## config.mk

```make
export PLATFORM = sky130hd
export DESIGN_NAME = add_sub_int_serial
export DESIGN_NICKNAME = d
export VERILOG_FILES = /design/src/rtl/add_sub_int_serial.sv
export SDC_FILE = /design/constraint.sdc
export NUM_CORES = 1
export LEC_CHECK = 0
export ABC_AREA = 1
export ABC_CLOCK_PERIOD_IN_PS = 6230
export BUFFER_PORTS_ARGS = -buffer_cell sky130_fd_sc_hd__buf_2
export CORE_ASPECT_RATIO = 0.5
export CORE_MARGIN = 5
export CORE_UTILIZATION = 59
export CTS_CLUSTER_DIAMETER = 30
export DETAILED_ROUTE_END_ITERATION = 10
export HOLD_SLACK_MARGIN = 0.02
export PLACE_DENSITY = 0.87
export SLEW_MARGIN = 20
export SYNTH_ARGS = -nofsm -noshare
export SYNTH_HDL_FRONTEND = slang
export SYNTH_SLANG_ARGS = --single-unit
export TNS_END_PERCENT = 1
```

## constraint.sdc

```tcl
create_clock -name clk -period 6.23 [get_ports clk]
set_clock_uncertainty 0.05 [all_clocks]
set_input_delay 0.9345 -clock clk [delete_from_list [all_inputs] [get_ports clk]]
set_output_delay 0.9345 -clock clk [all_outputs]
set_load 0.02 [all_outputs]
```

## src/rtl/add_sub_int_serial.sv

```systemverilog
// add_sub_int_serial
//   Digit-serial integer adder/subtractor. Each BUSY cycle adds DIGIT bits of
//   A and B' (B, or ~B for subtract) with a registered carry, LSB digit first,
//   so one operation takes WIDTH/DIGIT BUSY cycles and then waits in DONE for
//   the consumer. Subtraction is A + ~B + 1, with the +1 preloaded as the
//   initial carry.
//
// Ports
//   clk        single clock, rising edge
//   rst_n      asynchronous active-low reset
//   in_valid   operands and op_sub are valid
//   in_ready   block can accept an operation (IDLE, or DONE with out_ready)
//   op_sub     0 = a+b, 1 = a-b
//   a, b       WIDTH-bit operands
//   out_valid  result and flags valid (held until out_ready)
//   out_ready  consumer accepts the result
//   result     (a +/- b) mod 2^WIDTH
//   carry_out  carry out of the MSB (for subtract, 1 = no borrow)
//   overflow   signed overflow
module add_sub_int_serial #(
  parameter int WIDTH = 32,
  parameter int DIGIT = 4
) (
  input  logic             clk,
  input  logic             rst_n,
  input  logic             in_valid,
  output logic             in_ready,
  input  logic             op_sub,
  input  logic [WIDTH-1:0] a,
  input  logic [WIDTH-1:0] b,
  output logic             out_valid,
  input  logic             out_ready,
  output logic [WIDTH-1:0] result,
  output logic             carry_out,
  output logic             overflow
);

  if (DIGIT < 1 || DIGIT > WIDTH || (WIDTH % DIGIT) != 0) begin : g_param_err
    $error("add_sub_int_serial: DIGIT must be in 1..WIDTH and divide WIDTH");
  end

  localparam int N     = WIDTH / DIGIT;
  localparam int CNT_W = (N > 1) ? $clog2(N) : 1;

  typedef enum logic [1:0] {
    IDLE = 2'd0,
    BUSY = 2'd1,
    DONE = 2'd2
  } state_t;

  state_t             state, state_nxt;
  logic               accept;
  logic               last;
  logic [WIDTH-1:0]   a_r;
  logic [WIDTH-1:0]   b_r;
  logic               carry_r;
  logic [CNT_W-1:0]   cnt;
  logic [DIGIT-1:0]   a_dig;
  logic [DIGIT-1:0]   b_dig;
  logic [DIGIT:0]     dsum;

  // One digit of ripple addition; the top bit is the digit carry-out.
  function automatic logic [DIGIT:0] digit_add(input logic [DIGIT-1:0] x,
                                               input logic [DIGIT-1:0] y,
                                               input logic             cin);
    return {1'b0, x} + {1'b0, y} + {{DIGIT{1'b0}}, cin};
  endfunction

  // Signed overflow from the operand MSBs and the sum MSB: equivalent to
  // carry-into-MSB XOR carry-out-of-MSB, and valid for DIGIT = 1 as well.
  function automatic logic signed_ovf(input logic a_msb,
                                      input logic b_msb,
                                      input logic s_msb);
    return (a_msb == b_msb) && (s_msb != a_msb);
  endfunction

  assign a_dig = a_r[cnt*DIGIT +: DIGIT];
  assign b_dig = b_r[cnt*DIGIT +: DIGIT];
  assign dsum  = digit_add(a_dig, b_dig, carry_r);
  assign last  = (cnt == CNT_W'(N - 1));

  always_comb begin
    state_nxt = state;
    in_ready  = 1'b0;
    accept    = 1'b0;
    case (state)
      IDLE: in_ready = 1'b1;
      BUSY: if (last) state_nxt = DONE;
      DONE: begin
        in_ready = out_ready;
        if (out_ready) state_nxt = IDLE;
      end
      default: state_nxt = IDLE;
    endcase
    accept = in_valid && in_ready;
    if (accept) state_nxt = BUSY;
  end

  always_ff @(posedge clk or negedge rst_n) begin
    if (!rst_n) begin
      state     <= IDLE;
      out_valid <= 1'b0;
    end else begin
      state     <= state_nxt;
      out_valid <= (state_nxt == DONE);
    end
  end

  // Operand capture on accept, then one digit per BUSY edge.
  always_ff @(posedge clk or negedge rst_n) begin
    if (!rst_n) begin
      a_r       <= '0;
      b_r       <= '0;
      carry_r   <= 1'b0;
      cnt       <= '0;
      result    <= '0;
      carry_out <= 1'b0;
      overflow  <= 1'b0;
    end else if (accept) begin
      a_r     <= a;
      b_r     <= op_sub ? ~b : b;
      carry_r <= op_sub;
      cnt     <= '0;
    end else if (state == BUSY) begin
      result[cnt*DIGIT +: DIGIT] <= dsum[DIGIT-1:0];
      carry_r                    <= dsum[DIGIT];
      cnt                        <= last ? '0 : cnt + CNT_W'(1);
      if (last) begin
        carry_out <= dsum[DIGIT];
        overflow  <= signed_ovf(a_r[WIDTH-1], b_r[WIDTH-1], dsum[DIGIT-1]);
      end
    end
  end

endmodule
```

# Word-level counts from Yosys, hierarchy flattened
# Cells that the tools add are included.
# word_totals
out_inout_bits,36
regBits,105
wordCells,43
input_bits,69
# op_classes
shifts,4
eq_ne,6
reduce_logical,6
add_sub_neg,4
n_bitwise,2
muxes,12
# op_table
op,n
32-bit by 6-bit variable part select with 4-bit output,2
5-bit negator with 34-bit output,1
"4-bit by 34-bit variable shift with 32-bit output, first input constant",1
4-bit by 34-bit variable part select with 32-bit output,1
32-bit bitwise mux,1
32-bit 2-to-1 mux,1
32-bit inverter,1
3-bit 2-to-1 mux,3
2-bit 2-to-1 mux,3
2-bit one-hot mux with 3 select lines,1
4-bit by 4-bit adder with 5-bit output,1
5-bit by 1-bit adder with 5-bit output,1
"2-bit == test, second input constant",2
"3-bit by 1-bit adder with 3-bit output, second input constant",1
"3-bit == test, second input constant",1
3-bit AND reduction,1
"2-bit by 1-bit == test with 1-bit output, second input constant",1
1-bit logical AND,2
2-bit zero test,1
1-bit 2-to-1 mux,2
1-bit one-hot mux with 2 select lines,1
2-bit AND reduction,1
2-bit nonzero test,1
1-bit == test,1
other kinds (2),2

# Logic depth before layout (Yosys ltp)
# logic_depth
ltp_word,5
depth_mapped,15
mapped_depth_nobuf,13

# Worst setup path before layout
# No wires, ideal clock.
# synth_timing
path_type,register -> register
start,register cnt[0]
end,register result[22]
setup_ps,65
t_required_ps,6115
stages_incl_launch_ff,14
t_arrival_ps,2393
setup_slack_ps,3722
n_path_buf,2
period_less_slack_ps,2508
path_cell_list,dfrtp_1 > buf_4 > buf_2 > o21ai_0 > o22ai_1 > nand2_1 > nand2_1 > fa_1 > fa_1 > xor2_1 > nand2_1 > nor2_1 > nand2_1 > nand2_1
# synth_via
elab_chain_len,5
word_cells_on_any_way,8
cone_classes,add/sub (3); shift (4); mux (1)
# synth_lines
item,line,text
from (decl),57,logic [CNT_W-1:0] cnt;
from (signal assigned),127,cnt <= last ? '0 : cnt + CNT_W'(1);
32-bit by 6-bit variable part select with 4-bit output (on tied branches),"77, 78",
4-bit by 4-bit adder with 5-bit output,66,"return {1'b0, x} + {1'b0, y} + {{DIGIT{1'b0}}, cin};"
5-bit by 1-bit adder with 5-bit output,66,
4-bit by 34-bit variable part select with 32-bit output,125,result[cnt*DIGIT +: DIGIT] <= dsum[DIGIT-1:0];
32-bit bitwise mux (*),125,
"to (signal, indexed assignment)",125,
to (decl),33,"output logic [WIDTH-1:0] result,"
# Mark *: on every way between the ends. The rest lies on a longest branch, timed or not.
# A chain may end at the register's enable or synchronous reset.

# Final worst setup path
# layout_timing
start,register cnt[1]
end,register result[14]
# The elaborated chain is that of the path after synthesis.

==> run metrics <==
IO Pins=105; Core ar.=8618 sq um; CTS resizes=0; clk slew on worst S/H paths=0.07 ns; WHS=0.4265 ns; crit share post-route=49.74%; status=completed; crit path max fanout=20; crit start category=flip-flop; CP endpoint kind=flip-flop; TritonRoute pass-1 iters=5; TritonCTS clock tree=built; f_max=322.7 MHz; Die ar.=10,830 sq um; Area growth syn-to-layout=16.00%; Via Count=4,324; Power Density=590.5 nW/um^2; critical path class=reg2reg; Synth area leaders=dfrtp_1 51%, nand2_1 15%, o21ai_0 7.5%; Setup crit start=cnt[1]; Die W=142.3 um; Final Hold Viols=0; crit path DAT=3.32 ns; Worst Tran Pin Value=0.9068 ns; DP HPWL=8331 um; register bit total from synthesis=105; sinks on the clock net=105; Total Nets Final=784; global route total overflow=0; Routed WL=11,900 um; ANT cells=0; first-pass GRT wire length=20,110 um; Hold Buf Count CTS=0; Ys Warns=0; Worst Path Required=6.45 ns; FF-to-FF Start=cnt[1]; worst path cell trace=inv_2 > o21ai_0 > o22ai_1 > nor2_1 > nor2_1 > fa_1 > fa_1 > xor2_1 > nand3_1 > o21ai_1; # H-tree levels=3; Routed wire per std cell=14.42 um; register area share after synthesis=50.92%; Crit path depth=10; Starting Density=59.87%; Slew headroom=39.55%; number of port buffers=104; worst reg2reg setup slack=3.13 ns; Die Y-Extent=76.13 um; largest net degree at the start of global routing=101; drt drc=0; Netlist cell types=29; Syn Std Cell Area=5160 sq um; r2r worst-path depth=10; max incr delay on CP=0.70 ns; WP buf/inv=1; Final TNS setup=0 ns; share of the synthesized area in the top cell type=50.92%; Synthesized Nets=695; unrepaired setup endpoints after global routing=no; Crit path max-delay family=adder cells; CTS Root Cell=clkbuf_16; Inserted Clock Buffers=9; Antenna Violating Nets Remaining=0; VDD IR-drop max=0.3428 mV; Cell Rows=24; GP Congestion=0.9299; final worst path period need=3.099 ns; initial antenna violation count=0; area leader, netlist=dfrtp_1; setup bufs post-CTS=0; clk_lat worst skew=0.35 ns; DR iter-0 viols=367; Worst Setup EP=result[14]; CP max stage cell=dfrtp_1; Max Cap Viol=0; Pleak=3.102 nW; CTS max path bufs=2; setup violators final=0; drt via density=5.241; fillers=706; Mapped Cells=614; share of cells above drive strength 1=20.20%; RR Endpoint=result[14]; Total Routing Usage GR=22.79%; worst hold path type=reg2reg; average size of a mapped cell=8.404 sq um; vias in the first global route=4,260; Slew Viols, Final=0
==> cell type report <==
type / count / area, sq um / share of cell area (%)
flip-flops and latches: 105 / 2628 / 43.90
multi-input cells: 454 / 2273 / 37.98
clock buffers: 10 / 229.0 / 3.825
clock inverters: 6 / 67.56 / 1.129
inverters: 27 / 103.9 / 1.735
well taps: 117 / 146.4 / 2.446
repair buffers: 106 / 538.0 / 8.988
==> state kept, by name, indices dropped and copies added (netlist names) <==
signal     flops
a_r           32
b_r           32
result        32
overflow       1
carry_out      1
out_valid      1
cnt            3
state          2
carry_r        1
==> synthesized netlist by cell type (all sizes together) <==
master,n
nand2,216
dfrtp,105
o21ai,89
nor2,58
xnor2,32
inv,26
buf,22
o22ai,17
nand3,15
ha,10
nand4,7
a21oi,6
clkbuf,6
fa,2
clkinv,1
o21bai,1
xor2,1
==> kinds of logic (layout without fill, tap and decap cells) <==
| kind of cell | count (synthesis) | in the layout | synth area share (%) |
|---|---|---|---|
| buf+inv | 55 | 149 | 5.019 |
| xor+xnor | 33 | 33 | 5.601 |
| fa+ha+maj | 12 | 12 | 3.201 |
| compound gates | 113 | 113 | 11.42 |
| simple gates | 296 | 296 | 23.84 |
| flops | 105 | 105 | 50.92 |
==> power breakdown <==
part | switching [W] | internal [W]
clock | 0.000250 | 0.000313
sequential | 0.000201 | 0.000975
combinational | 0.00121 | 0.000584
==> placed cells by master (no fill, tap or decap), types with 3 or more instances in the layout <==
master	Yosys	layout
nand2_1	212	212
dfrtp_1	105	105
buf_2	15	103
o21ai_0	77	77
nor2_1	49	49
xnor2_1	32	32
inv_1	20	20
o22ai_1	17	17
nand3_1	13	13
o21ai_1	12	12
ha_1	10	10
clkbuf_16	0	9
a21oi_1	6	6
nand4_1	6	6
inv_2	5	5
nor2_2	5	5
nor2_4	4	4
nand2_2	3	3
buf_4	6	3
==> worst register-to-register path: stages, from the launching register on <==
cell and delay [ns]:
dfrtp_1 0.70, inv_2 0.28, o21ai_0 0.14, o22ai_1 0.09, nor2_1 0.09, nor2_1 0.08, fa_1 0.42, fa_1 0.42
xor2_1 0.40, nand3_1 0.17, o21ai_1 0.18
==> routing by layer <==
layer  vias to the layer above  wire (um)  global-route usage, %
li1                       2158          -                      -
met1                      2004       5275                  31.04
met2                       142       5607                  36.12
met3                        20        850                  6.144
met4                         0        165                  6.322
met5                         -          0                      0
==> per-stage QoR <==
stage	util (%)	cells	cell area, sq um	total power (W)	worst slack [ns]
6_report	69.45	825	5986	0.003535	3.131
5_1_grt	69.45	825	5986	0.003835	2.800
4_1_cts	69.45	825	5986	0.003527	3.175
3_5_place_dp	66.01	809	5689	0.002944	3.179
3_3_place_gp	66.01	809	5689	0.002868	3.330
2_1_floorplan	-	614	5160	0.002453	3.723
==> worst min path at each step <==
stage / to / from / cells past startpoint
finish: carry_out / carry_out / 2
global route: a_r[23] / a_r[23] / 2
CTS: carry_out / carry_out / 2
detailed placement: carry_out / carry_out / 2
global placement: result[8] / result[8] / 2
floorplan: a_r[10] / a_r[10] / 2
Power figures use the tool's default switching activity.
